<file path="config.mk">
export PLATFORM = sky130hd
export DESIGN_NAME = chunked_add_sub_comp
export DESIGN_NICKNAME = d
export VERILOG_FILES = /design/src/rtl/chunked_add_sub_comp.sv
export SDC_FILE = /design/constraint.sdc
export NUM_CORES = 1
export LEC_CHECK = 0
export CORE_MARGIN = 5
export CORE_UTILIZATION = 52
export DETAILED_ROUTE_END_ITERATION = 12
export PLACE_DENSITY = 0.83
export SLEW_MARGIN = 20
export SYNTH_ARGS = -nofsm -noshare
export SYNTH_HDL_FRONTEND = slang
export SYNTH_SLANG_ARGS = --single-unit
</file>
<file path="constraint.sdc">
create_clock -name clk -period 5.2 [get_ports clk]
set_input_delay 1.04 -clock clk [delete_from_list [all_inputs] [get_ports clk]]
set_output_delay 1.04 -clock clk [all_outputs]
set_load 0.005 [all_outputs]
</file>
<file path="src/rtl/chunked_add_sub_comp.sv">
// chunked_add_sub_comp
//
// Multi-cycle add / subtract / compare unit. The operands are NUM_SIZE bits
// wide and are processed CHUNK_SIZE bits per clock. A single chunk adder and
// a registered carry do the work, which keeps this unit small enough to act
// as a narrow arithmetic or branch-compare resource in the RV32I execute path.
//
// Ports:
//   clk          clock; all state changes on the rising edge
//   nRst         asynchronous active-low reset
//   inValid      request valid (only looked at in IDLE)
//   inReady      unit can accept; high only in IDLE
//   op           00 ADD, 01 SUB, 10 CMPS (signed), 11 CMPU (unsigned)
//   dIn0, dIn1   operands; latched when the request is accepted
//   outValid     result and flags valid; high only in DONE
//   outReady     consumer accepts the result
//   result       dIn0 + dIn1 for ADD, dIn0 - dIn1 for every other op
//   carryOut     final carry; for non-ADD ops, 1 means no borrow
//   overflow     signed overflow of the performed operation
//   equal, lessThan, greaterThan
//                compare flags for dIn0 vs dIn1; all 0 for ADD
module chunked_add_sub_comp #(
  parameter int NUM_SIZE   = 32,
  parameter int CHUNK_SIZE = 8
) (
  input  logic                clk,
  input  logic                nRst,
  input  logic                inValid,
  output logic                inReady,
  input  logic [1:0]          op,
  input  logic [NUM_SIZE-1:0] dIn0,
  input  logic [NUM_SIZE-1:0] dIn1,
  output logic                outValid,
  input  logic                outReady,
  output logic [NUM_SIZE-1:0] result,
  output logic                carryOut,
  output logic                overflow,
  output logic                equal,
  output logic                lessThan,
  output logic                greaterThan
);

  localparam int NUM_CHUNKS = NUM_SIZE / CHUNK_SIZE;
  localparam int IDX_W      = (NUM_CHUNKS > 1) ? $clog2(NUM_CHUNKS) : 1;
  localparam logic [IDX_W-1:0] LAST_IDX = IDX_W'(NUM_CHUNKS - 1);

  localparam logic [1:0] OP_ADD  = 2'b00;
  localparam logic [1:0] OP_CMPU = 2'b11;

  typedef enum logic [1:0] {
    S_IDLE = 2'd0,
    S_RUN  = 2'd1,
    S_DONE = 2'd2
  } state_t;

  state_t               state_q, state_d;
  logic [IDX_W-1:0]     idx_q, idx_d;
  logic                 carry_q, carry_d;
  logic                 zero_q, zero_d;
  logic [1:0]           op_q, op_d;
  logic [NUM_SIZE-1:0]  a_q, a_d;
  logic [NUM_SIZE-1:0]  b_q, b_d;
  logic [NUM_SIZE-1:0]  result_q, result_d;
  logic                 carry_out_q, carry_out_d;
  logic                 overflow_q, overflow_d;
  logic                 equal_q, equal_d;
  logic                 less_q, less_d;
  logic                 greater_q, greater_d;

  logic                  inv;
  logic [CHUNK_SIZE-1:0] a_chunk;
  logic [CHUNK_SIZE-1:0] b_chunk;
  logic [CHUNK_SIZE-1:0] b_inv;
  logic [CHUNK_SIZE:0]   sum;
  logic                  last_chunk;
  logic                  cin_msb;
  logic                  ovf_calc;
  logic                  zero_all;
  logic                  lt_calc;

  // Shared chunk adder. Subtraction is a + ~b + 1, and the +1 is the
  // initial carry that is loaded at acceptance. The chunk is picked with
  // constant slices so the mux stays simple and lint-clean.
  always_comb begin
    inv     = (op_q != OP_ADD);
    a_chunk = '0;
    b_chunk = '0;
    for (int k = 0; k < NUM_CHUNKS; k++) begin
      if (idx_q == IDX_W'(k)) begin
        a_chunk = a_q[k*CHUNK_SIZE +: CHUNK_SIZE];
        b_chunk = b_q[k*CHUNK_SIZE +: CHUNK_SIZE];
      end
    end
    b_inv      = b_chunk ^ {CHUNK_SIZE{inv}};
    sum        = {1'b0, a_chunk} + {1'b0, b_inv} + {{CHUNK_SIZE{1'b0}}, carry_q};
    last_chunk = (idx_q == LAST_IDX);
    // The carry into the MSB is recovered from the sum bit of the top
    // position. This only means something on the last chunk.
    cin_msb    = a_chunk[CHUNK_SIZE-1] ^ b_inv[CHUNK_SIZE-1] ^ sum[CHUNK_SIZE-1];
    ovf_calc   = cin_msb ^ sum[CHUNK_SIZE];
    zero_all   = zero_q & (sum[CHUNK_SIZE-1:0] == '0);
    lt_calc    = (op_q == OP_CMPU) ? ~sum[CHUNK_SIZE] : (sum[CHUNK_SIZE-1] ^ ovf_calc);
  end

  // Next-state logic. The partial sums overwrite the consumed chunks of a_q,
  // so no separate accumulator is needed. The visible result and flags only
  // change on the last chunk, which keeps them holding their old values
  // through IDLE and RUN.
  always_comb begin
    state_d     = state_q;
    idx_d       = idx_q;
    carry_d     = carry_q;
    zero_d      = zero_q;
    op_d        = op_q;
    a_d         = a_q;
    b_d         = b_q;
    result_d    = result_q;
    carry_out_d = carry_out_q;
    overflow_d  = overflow_q;
    equal_d     = equal_q;
    less_d      = less_q;
    greater_d   = greater_q;

    unique case (state_q)
      S_IDLE: begin
        if (inValid) begin
          a_d     = dIn0;
          b_d     = dIn1;
          op_d    = op;
          idx_d   = '0;
          carry_d = (op != OP_ADD);
          zero_d  = 1'b1;
          state_d = S_RUN;
        end
      end

      S_RUN: begin
        for (int k = 0; k < NUM_CHUNKS; k++) begin
          if (idx_q == IDX_W'(k)) begin
            a_d[k*CHUNK_SIZE +: CHUNK_SIZE] = sum[CHUNK_SIZE-1:0];
          end
        end
        carry_d = sum[CHUNK_SIZE];
        zero_d  = zero_all;
        if (last_chunk) begin
          result_d    = a_d;
          carry_out_d = sum[CHUNK_SIZE];
          overflow_d  = ovf_calc;
          equal_d     = inv & zero_all;
          less_d      = inv & lt_calc;
          greater_d   = inv & ~lt_calc & ~zero_all;
          idx_d       = '0;
          state_d     = S_DONE;
        end else begin
          idx_d = idx_q + IDX_W'(1);
        end
      end

      S_DONE: begin
        if (outReady) begin
          state_d = S_IDLE;
        end
      end

      default: begin
        state_d = S_IDLE;
      end
    endcase
  end

  // State and output registers. An asynchronous reset aborts any
  // operation that is in flight and clears every visible output.
  always_ff @(posedge clk or negedge nRst) begin
    if (!nRst) begin
      state_q     <= S_IDLE;
      idx_q       <= '0;
      carry_q     <= 1'b0;
      zero_q      <= 1'b0;
      op_q        <= OP_ADD;
      a_q         <= '0;
      b_q         <= '0;
      result_q    <= '0;
      carry_out_q <= 1'b0;
      overflow_q  <= 1'b0;
      equal_q     <= 1'b0;
      less_q      <= 1'b0;
      greater_q   <= 1'b0;
    end else begin
      state_q     <= state_d;
      idx_q       <= idx_d;
      carry_q     <= carry_d;
      zero_q      <= zero_d;
      op_q        <= op_d;
      a_q         <= a_d;
      b_q         <= b_d;
      result_q    <= result_d;
      carry_out_q <= carry_out_d;
      overflow_q  <= overflow_d;
      equal_q     <= equal_d;
      less_q      <= less_d;
      greater_q   <= greater_d;
    end
  end

  // The handshake outputs are decoded from the state register alone.
  assign inReady     = (state_q == S_IDLE);
  assign outValid    = (state_q == S_DONE);
  assign result      = result_q;
  assign carryOut    = carry_out_q;
  assign overflow    = overflow_q;
  assign equal       = equal_q;
  assign lessThan    = less_q;
  assign greaterThan = greater_q;

endmodule

</file>
==> summary.md, run 1 <==
| Metric | Value |
|---|---|
| Core area | `0.0103 sq mm` |
| Avg WL per Cell | `17.8 um` |
| EDFF count, synth | `0` |
| CTS Hold Buffers Added | `0` |
| Most frequent cell after synthesis | `nand2_1` |
| GP Congestion | `0.872` |
| Worst reg2reg path startpoint | `idx_q[1]$_DFFE_PN0P_` |
| Slew @ Worst Pin | `0.926 ns` |
| Syn. warnings | `0` |
| Crit path arrival time | `4.62 ns` |
| RSZ-0062 raised after global routing | `no` |
| Remaining Overflow, GRT | `0` |
| Die X | `113 um` |
| DR vias/cell | `5.59` |
| Drc violations | `0` |
| Root Buffer | `clkbuf_8` |
| Area of the multi-input gates | `0.00258 sq mm` |
| Starting Density | `0.533` |
| Netlist cell types | `45` |
| Relative slew margins | `0.383` |
| WL final | `15100 um` |
| Crit path max fanout | `35` |
| Post-Syn Nets | `708` |
| Number of fill cells | `863` |
| Die Y | `113 um` |
| Most used DFF post-synth | `dfrtp_1` |
| Site row count | `37` |
| Synth top cells by count | `nand2_1, dfrtp_1, o21ai_0` |
| Die area | `0.0127 sq mm` |
| # H-tree levels | `3` |
| Hold path depth | `2` |
| CTS buffer count | `9` |
| Post-synthesis register bit count | `109` |
| Final Slew Violations | `0` |
| Period minus WS final | `4.34 ns` |
| Top cell type's share of synthesized area | `0.496` |
| Share of cells above drive strength 1 | `0.0517` |
| Hold path start | `result[10]$_DFFE_PN0P_` |
| # diodes | `0` |
| Flop2flop setup slack | `0.86 ns` |
| Post-DP HPWL | `11000 um` |
| Largest net degree at the start of global routing | `75` |
| Top post-synthesis cells by area | `dfrtp_1, nand2_1, o21ai_0, mux2i_1, a21oi_1` |
| Worst Skew | `0.0176 ns` |
| Initial DRC Count | `302` |
| Nets | `793` |
| Clock-pin slew on the worst setup and hold paths | `0.11 ns` |
| Reg2reg path depth | `15` |
| Setup crit end kind | `register` |
| Vias in the first global route | `4710` |
| Post-synth ARST share | `1.00` |
| Worst-case clock buffer depth | `2` |
| Post-Synthesis Cells | `625` |
| Syn avg cell area | `8.80 sq um` |
| Reg2reg end | `greaterThan$_DFFE_PN0P_` |
| # IOs | `109` |
| Area Growth Syn to Fin | `25.3%` |
| CP Class | `reg -> reg` |
| Initial antenna violation count | `0` |
| Port bufs | `108` |
| Final period utilization | `0.834` |
| Global-route wire length before repair | `24300 um` |
| Dominant cell type by area after synthesis | `dfrtp_1` |
| Setup TNS | `0 ns` |
| Synthesized cell area | `0.00550 sq mm` |
| Fmax | `0.231 GHz` |
| Register area | `0.00273 sq mm` |
| Hold Violations, Final | `0` |
| Clock Latency Late Sink | `0.38 ns` |
| Seq/Total Area, Yosys | `0.496` |
| TritonCTS Sinks | `109` |
| Hold-critical path endpoint | `result[10]$_DFFE_PN0P_` |
| Tot GR Track Use | `0.242` |
| CP required | `5.49 ns` |
| Final Setup Violations | `0` |
| Post-cts resize count | `0` |
| CTS tree | `done` |
| Drt first pass iters | `5` |
| Startpoint types | `register` |
| Maxcap violations | `0` |
| Antenna viol nets, final | `0` |
| Hold Path Class | `reg -> reg` |
| Status | `finished, final reports clean` |
| Vias post-DR | `4755` |
| Setup bufs post-CTS | `0` |
## worst max-delay path by stage
| stage | start | end | cells after the start |
|---|---|---|---|
| 6_report | idx_q[1]$_DFFE_PN0P_ | greaterThan$_DFFE_PN0P_ | 15 |
| 5_1_grt | idx_q[1]$_DFFE_PN0P_ | greaterThan$_DFFE_PN0P_ | 15 |
| 4_1_cts | idx_q[1]$_DFFE_PN0P_ | greaterThan$_DFFE_PN0P_ | 15 |
| 3_5_place_dp | idx_q[1]$_DFFE_PN0P_ | greaterThan$_DFFE_PN0P_ | 16 |
| 3_3_place_gp | idx_q[1]$_DFFE_PN0P_ | greaterThan$_DFFE_PN0P_ | 15 |
| 2_1_floorplan | idx_q[1]$_DFFE_PN0P_ | greaterThan$_DFFE_PN0P_ | 17 |
## kinds of logic after synthesis
logic type,after synthesis,synth area share
and+or+nand+nor,260,0.192
buffers and inverters,54,0.0369
DFF,109,0.496
muxes,24,0.0437
xor gates and xnor gates,17,0.0305
AOI/OAI and AO/OA,148,0.169
adders and majority gates,13,0.0323
## flip-flops by register name (all words and copies together) (netlist names), 2 cells and up
register  cells
a_q          32
idx_q         2
op_q          2
b_q          32
state_q       2
result       32
## layer usage
metal / global-route usage / vias up / routed length (um)
met1: 0.324 / 2255 / 6550
met2: 0.384 / 177 / 7150
li1: - / 2284 / -
met3: 0.0460 / 39 / 954
met5: 0 / - / 0
met4: 0.106 / 0 / 499
## stage by stage
step | area [sq um] | hold slack, ns | utilization | cells | worst slack, ns
detailed placement | 6660 | 0.463 | 0.645 | 835 | 0.889
CTS | 6880 | 0.487 | 0.667 | 851 | 0.883
floorplan | 5500 | 0.446 | - | 625 | 1.22
finish | 6890 | 0.482 | 0.668 | 851 | 0.864
global route | 6890 | 0.500 | 0.668 | 851 | 0.541
global placement | 6660 | 0.463 | 0.645 | 835 | 1.05
## cell type report
| type | count | area share |
|---|---|---|
| Multi-Input combinational cell | 462 | 0.375 |
| Inverter | 11 | 0.00599 |
| Clock buffer | 11 | 0.0205 |
| Clock inverter | 5 | 0.0122 |
| Tap cell | 136 | 0.0247 |
| Timing Repair Buffer | 117 | 0.166 |
| Sequential cell | 109 | 0.396 |
## layout by cell type, fill, tap and decap left out, drive strengths merged, types with 3 or more instances in the layout
cell	Yosys	final
buf	7	10
a32oi	3	3
nor2	39	39
nand3b	8	8
a222oi	3	3
o22ai	5	5
a221o	7	7
xor2	6	6
clkdlybuf4s50	0	107
a21o	4	4
nand2	194	194
a22oi	11	11
inv	11	11
a31oi	3	3
o21ai	58	58
and2	3	3
mux2i	24	24
nand3	4	4
nand2b	4	4
ha	11	11
o31ai	3	3
dfrtp	109	109
xnor2	11	11
clkbuf	36	11
a21oi	41	41
## critical path, stage by stage, from the launching register on
cell      delay [ns]
dfrtp_1         0.42
inv_1           0.11
ha_1            0.44
buf_4           0.43
nor2_1          0.09
a21oi_1         0.12
o21ai_0         0.09
mux2i_1         0.21
fa_1            0.21
inv_1           0.05
fa_1            0.40
a21o_2          0.27
a221oi_2        0.32
xnor2_1         0.25
or4_4           0.61
a32o_1          0.23
Power of run 1 is not shown: default switching activity piles up to over one toggle a cycle in this logic, so the estimate is an artifact.
==> run 2: changes to the inputs <==
- CORE_UTILIZATION: 52 -> 47
- PLACE_DENSITY: 0.83 -> 0.8
- clock period: 5.2 -> 3.65 ns (I/O delays scaled with it)
==> run 2 against run 1 <==
- fmax increased by 19%
- routed wire length increased by 5.2%
- register-to-register slack got worse by 0.86 ns
- cell area increased by 8.0%
- largest cell class unchanged
==> summary.md, run 2 (same netlist as run 1, synthesis figures left out) <==
| Metric | Value |
|---|---|
| Clock Latency Late Sink | `0.35 ns` |
| Remaining Overflow, GRT | `0` |
| Nets | `837` |
| Root Buffer | `clkbuf_16` |
| Post-DP HPWL | `12000 um` |
| Tot GR Track Use | `0.229` |
| # H-tree levels | `3` |
| # diodes | `0` |
| Worst-case clock buffer depth | `2` |
| CTS Hold Buffers Added | `0` |
| Setup crit end kind | `register` |
| Crit-path slowest cell | `o41a_4` |
| CP cell instances | `inv_2 > ha_4 > buf_6 > buf_6 > nand3b_1 > a21oi_2 > a21oi_2 > o21ai_1 > xnor2_1 > ha_1 > a21o_1 > o41a_4 > xor2_4 > or4_4 > a32o_1` |
| Initial antenna violation count | `0` |
| WL final | `15900 um` |
| Port bufs | `108` |
| Placed inst area | `0.00698 sq mm` |
| Flop2flop setup slack | `0.004 ns` |
| CP required | `3.88 ns` |
| TritonCTS Sinks | `109` |
| Number of fill cells | `975` |
| Initial DRC Count | `368` |
| Most frequent cells in the layout | `nand2_1, dfrtp_1, clkdlybuf4s50_1` |
| Crit path max fanout | `6` |
| Worst Skew | `0.00860 ns` |
| Global-route wire length before repair | `25800 um` |
| Status | `finished, final reports clean` |
| Site row count | `39` |
| GP Congestion | `0.947` |
| Reg2reg end | `greaterThan$_DFFE_PN0P_` |
| Maxcap violations | `0` |
| Final period utilization | `0.999` |
| CP max stage delay | `0.53 ns` |
| Final WS setup | `0.00414 ns` |
| CTS buffer count | `9` |
| Vias post-DR | `4910` |
| Die area | `0.0140 sq mm` |
| Worst reg2reg path startpoint | `idx_q[0]$_DFFE_PN0P_` |
| Final Setup Violations | `0` |
| Die Y | `118 um` |
| Period minus WS final | `3.65 ns` |
| Hold Path Class | `in -> async` |
| Final hold slack | `0.473 ns` |
| Relative slew margins | `0.461` |
| Hold Violations, Final | `0` |
| Register area | `0.00273 sq mm` |
| Clock-pin slew on the worst setup and hold paths | `0.07 ns` |
| Commonest non-fill, non-tap cell in the layout | `nand2_1` |
| Core area | `0.0115 sq mm` |
| Vias in the first global route | `5011` |
| Pre-CTS WS | `-0.149 ns` |
| Share of cells above drive strength 1 | `0.124` |
| Drt first pass iters | `6` |
| DR vias/cell | `5.45` |
| Fmax | `0.274 GHz` |
| Reg2reg path depth | `15` |
| RSZ-0062 raised after global routing | `yes` |
| CP Class | `reg -> reg` |
| Area of the multi-input gates | `0.00267 sq mm` |
| Final Slew Violations | `0` |
| Largest net degree at the start of global routing | `64` |
| Area Growth Syn to Fin | `35.3%` |
| Avg WL per Cell | `17.7 um` |
| Die X | `118 um` |
| CTS tree | `done` |
| Setup TNS | `0 ns` |
| Antenna viol nets, final | `0` |
| Slew @ Worst Pin | `0.809 ns` |
| # IOs | `109` |
| Crit path arrival time | `3.88 ns` |
| Startpoint types | `register` |
| Starting Density | `0.480` |
| Post-route cell area | `0.00744 sq mm` |
| Drc violations | `0` |
run 2: cell type report:
cell class | count | share of cell area
Clock inverter | 3 | 0.00605
Inverter | 11 | 0.00555
Sequential cell | 109 | 0.367
Multi-Input combinational cell | 462 | 0.358
Timing Repair Buffer | 161 | 0.205
Tap cell | 143 | 0.0240
Clock buffer | 12 | 0.0345
run 2: worst max path at each step:
stage          slack [ns]            startpoint  cells past startpoint                      end
6_report            0.004  idx_q[0]$_DFFE_PN0P_                     15  greaterThan$_DFFE_PN0P_
5_1_grt             -0.08  idx_q[0]$_DFFE_PN0P_                     17  greaterThan$_DFFE_PN0P_
4_1_cts             0.002  idx_q[1]$_DFFE_PN0P_                     15  greaterThan$_DFFE_PN0P_
3_5_place_dp        -0.15  idx_q[0]$_DFFE_PN0P_                     17  greaterThan$_DFFE_PN0P_
3_3_place_gp       -0.007  idx_q[0]$_DFFE_PN0P_                     14  greaterThan$_DFFE_PN0P_
2_1_floorplan       0.001  idx_q[0]$_DFFE_PN0P_                     17  greaterThan$_DFFE_PN0P_
run 2: routing by layer:
| metal | global-route usage | vias up | routed length, um |
|---|---|---|---|
| met3 | 0.0377 | 22 | 875 |
| li1 | - | 2369 | - |
| met4 | 0.0746 | 0 | 328 |
| met5 | 0 | - | 0 |
| met2 | 0.384 | 166 | 7840 |
| met1 | 0.305 | 2353 | 6900 |
run 2: through the flow:
step,utilization,cells
after floorplan,-,625
after global routing,0.649,901
after CTS,0.639,897
after detailed placement,0.609,882
final,0.649,901
after global placement,0.609,882
run 2: critical path: cells and delay by family, from the launching register on:
kind / cells / cell delay (ns)
simple gates: 2 / 0.60
fa+ha+maj: 2 / 0.42
compound gates: 6 / 1.38
xor+xnor: 2 / 0.33
buf+inv: 3 / 0.36
flops: 1 / 0.44
run 2: repair_timing:
| action | in CTS | in global routing |
|---|---|---|
| setup buffers | 0 | 4 |
| endpoints found under the setup margin | 4 | 9 |
| pin swaps | 6 | 13 |
| gates resized for setup | 18 | 17 |
Power of run 2 is left out for the same reason.
==> run 3: changes to the inputs <==
- CORE_ASPECT_RATIO: unset -> 2
- MAX_ROUTING_LAYER: unset -> met4
==> run 3 against run 2 <==
- the run now ends with setup timing left
- setup slack got worse by 0.064 ns
- clock-buffer cell count fell by 2
- non-clock buffer count rose by 2
- sequential cell count did not move
- register-to-register slack got worse by 0.06 ns
- worst hold slack got worse by 0.058 ns
- core utilization fell by 0.91 points
- routed wire length rose by 6.3%
- critical path type unchanged
- critical endpoint unchanged
==> summary.md, run 3 (same netlist as run 1, synthesis figures left out) <==
| Metric | Value |
|---|---|
| Buf/Inv on CP | `2` |
| Drc violations | `0` |
| # IOs | `109` |
| Nets | `839` |
| Final period utilization | `1.02` |
| Worst Skew | `0.00718 ns` |
| Clock Latency Late Sink | `0.35 ns` |
| Avg WL per Cell | `18.7 um` |
| Critical path depth | `16` |
| CP max stage delay | `0.44 ns` |
| Hold Path Class | `in -> async` |
| Antenna viol nets, final | `0` |
| CP cell instances | `inv_2 > ha_4 > nand3b_1 > a21oi_1 > a21oi_1 > o21ai_1 > xor2_1 > fa_2 > inv_2 > fa_2 > a21o_4 > a21oi_4 > xnor2_2 > or3_1 > or4_4 > a32o_1` |
| Vias in the first global route | `5126` |
| CP delay by family, top | `compound AO/OA/AOI/OAI gates` |
| Area Growth Syn to Fin | `35.3%` |
| Crit path arrival time | `3.95 ns` |
| Starting Density | `0.473` |
| Slew @ Worst Pin | `0.919 ns` |
| Most frequent cells in the layout | `nand2_1, dfrtp_1, clkdlybuf4s50_1` |
| Crit-path slowest cell | `or4_4` |
| Initial antenna violation count | `0` |
| # H-tree levels | `3` |
| Drt first pass iters | `7` |
| Worst-case clock buffer depth | `2` |
| DR vias/cell | `5.54` |
| Final Setup Violations | `2` |
| Final WS setup | `-0.0603 ns` |
| Port bufs | `108` |
| Tot GR Track Use | `0.248` |
| Failing checks | `setup timing` |
| Period minus WS final | `3.71 ns` |
| Post-DP HPWL | `12900 um` |
| Root Buffer | `clkbuf_16` |
| CP Class | `reg -> reg` |
| Core area | `0.0116 sq mm` |
| WL final | `16900 um` |
| Vias post-DR | `5018` |
| Crit path max fanout | `5` |
| Maxcap violations | `0` |
| Status | `finished, violations left` |
| # diodes | `0` |
| Share of cells above drive strength 1 | `0.127` |
| Die Y | `163 um` |
| Hold Violations, Final | `0` |
| Final Slew Violations | `0` |
| Commonest non-fill, non-tap cell in the layout | `nand2_1` |
| Relative slew margins | `0.381` |
| Site row count | `56` |
| Clock-pin slew on the worst setup and hold paths | `0.08 ns` |
| Remaining Overflow, GRT | `0` |
| Die X | `86.5 um` |
| CP required | `3.89 ns` |
| Initial DRC Count | `374` |
| CTS buffer count | `9` |
| TritonCTS Sinks | `109` |
| Die area | `0.0141 sq mm` |
| Final hold slack | `0.415 ns` |
| Setup crit end kind | `register` |
| GP Congestion | `0.894` |
| CTS tree | `done` |
| Reg2reg path depth | `16` |
| Number of fill cells | `1002` |
| Fmax | `0.270 GHz` |
| Largest net degree at the start of global routing | `62` |
| Startpoint types | `register` |
| Global-route wire length before repair | `26000 um` |
| RSZ-0062 raised after global routing | `yes` |
==> run 3: cell types whose count changed in the layout (fill, tap and decap cells not counted), moves of 2 or more <==
| cell | before | now |
|---|---|---|
| buf_4 | 47 | 51 |
| clkinv_4 | 0 | 2 |
| clkinvlp_4 | 2 | 0 |
| inv_8 | 0 | 2 |
| o21ai_0 | 50 | 54 |
| o21ai_1 | 7 | 3 |
| xnor2_1 | 8 | 10 |
| xnor2_2 | 3 | 1 |
==> run 3: final timing paths <==
check | startpoint | endpoint | slack [ns]
setup / recovery | idx_q[1]$_DFFE_PN0P_ | greaterThan$_DFFE_PN0P_ | -0.06
hold / removal | nRst | b_q[10]$_DFFE_PN0P_ | 0.41
setup reg to reg | idx_q[1]$_DFFE_PN0P_ | greaterThan$_DFFE_PN0P_ | -0.06
hold reg to reg | b_q[14]$_DFFE_PN0P_ | b_q[14]$_DFFE_PN0P_ | 0.48
max in group asynchronous | nRst | a_q[28]$_DFFE_PN0P_ | 2.48
min in group clk | b_q[14]$_DFFE_PN0P_ | b_q[14]$_DFFE_PN0P_ | 0.48
==> run 3: layout make-up <==
class	instances	area, sq um	area share
multi-input combinational	462	2660	0.357
timing repair buffer	163	1510	0.203
inverter	11	41.3	0.00555
clock inverter	6	78.8	0.0106
clock buffer	10	239	0.0321
tap	145	181	0.0244
sequential	109	2730	0.367
==> run 3: timing repair <==
action | CTS | global route
resized for setup | 15 | 9
buffers inserted | 3 | 1
endpoints found under the setup margin | 3 | 14
gates cloned | 1 | 0
pin swaps | 4 | 10
hold buffers | 0 | 0
==> run 3: stage by stage <==
| step | cell area [sq um] | TNS, ns | utilization | setup WS [ns] | std cells |
|---|---|---|---|---|---|
| 2_1_floorplan | 5530 | 0 | - | 0.00114 | 625 |
| 3_3_place_gp | 6990 | -0.0261 | 0.601 | -0.0261 | 885 |
| 3_5_place_dp | 6990 | -0.239 | 0.601 | -0.135 | 885 |
| 4_1_cts | 7380 | 0 | 0.635 | 0.00782 | 905 |
| 5_1_grt | 7440 | -0.311 | 0.640 | -0.147 | 906 |
| 6_report | 7440 | -0.0645 | 0.640 | -0.0603 | 906 |
==> run 3: metal layers <==
| layer | track usage | share of wire | up-vias |
|---|---|---|---|
| met5 | - | 0 | - |
| met4 | 0.143 | 0.059 | 0 |
| met3 | 0.0309 | 0.037 | 51 |
| met2 | 0.443 | 0.54 | 153 |
| met1 | 0.255 | 0.36 | 2441 |
| li1 | - | - | 2373 |
Power of run 3 is left out for the same reason.
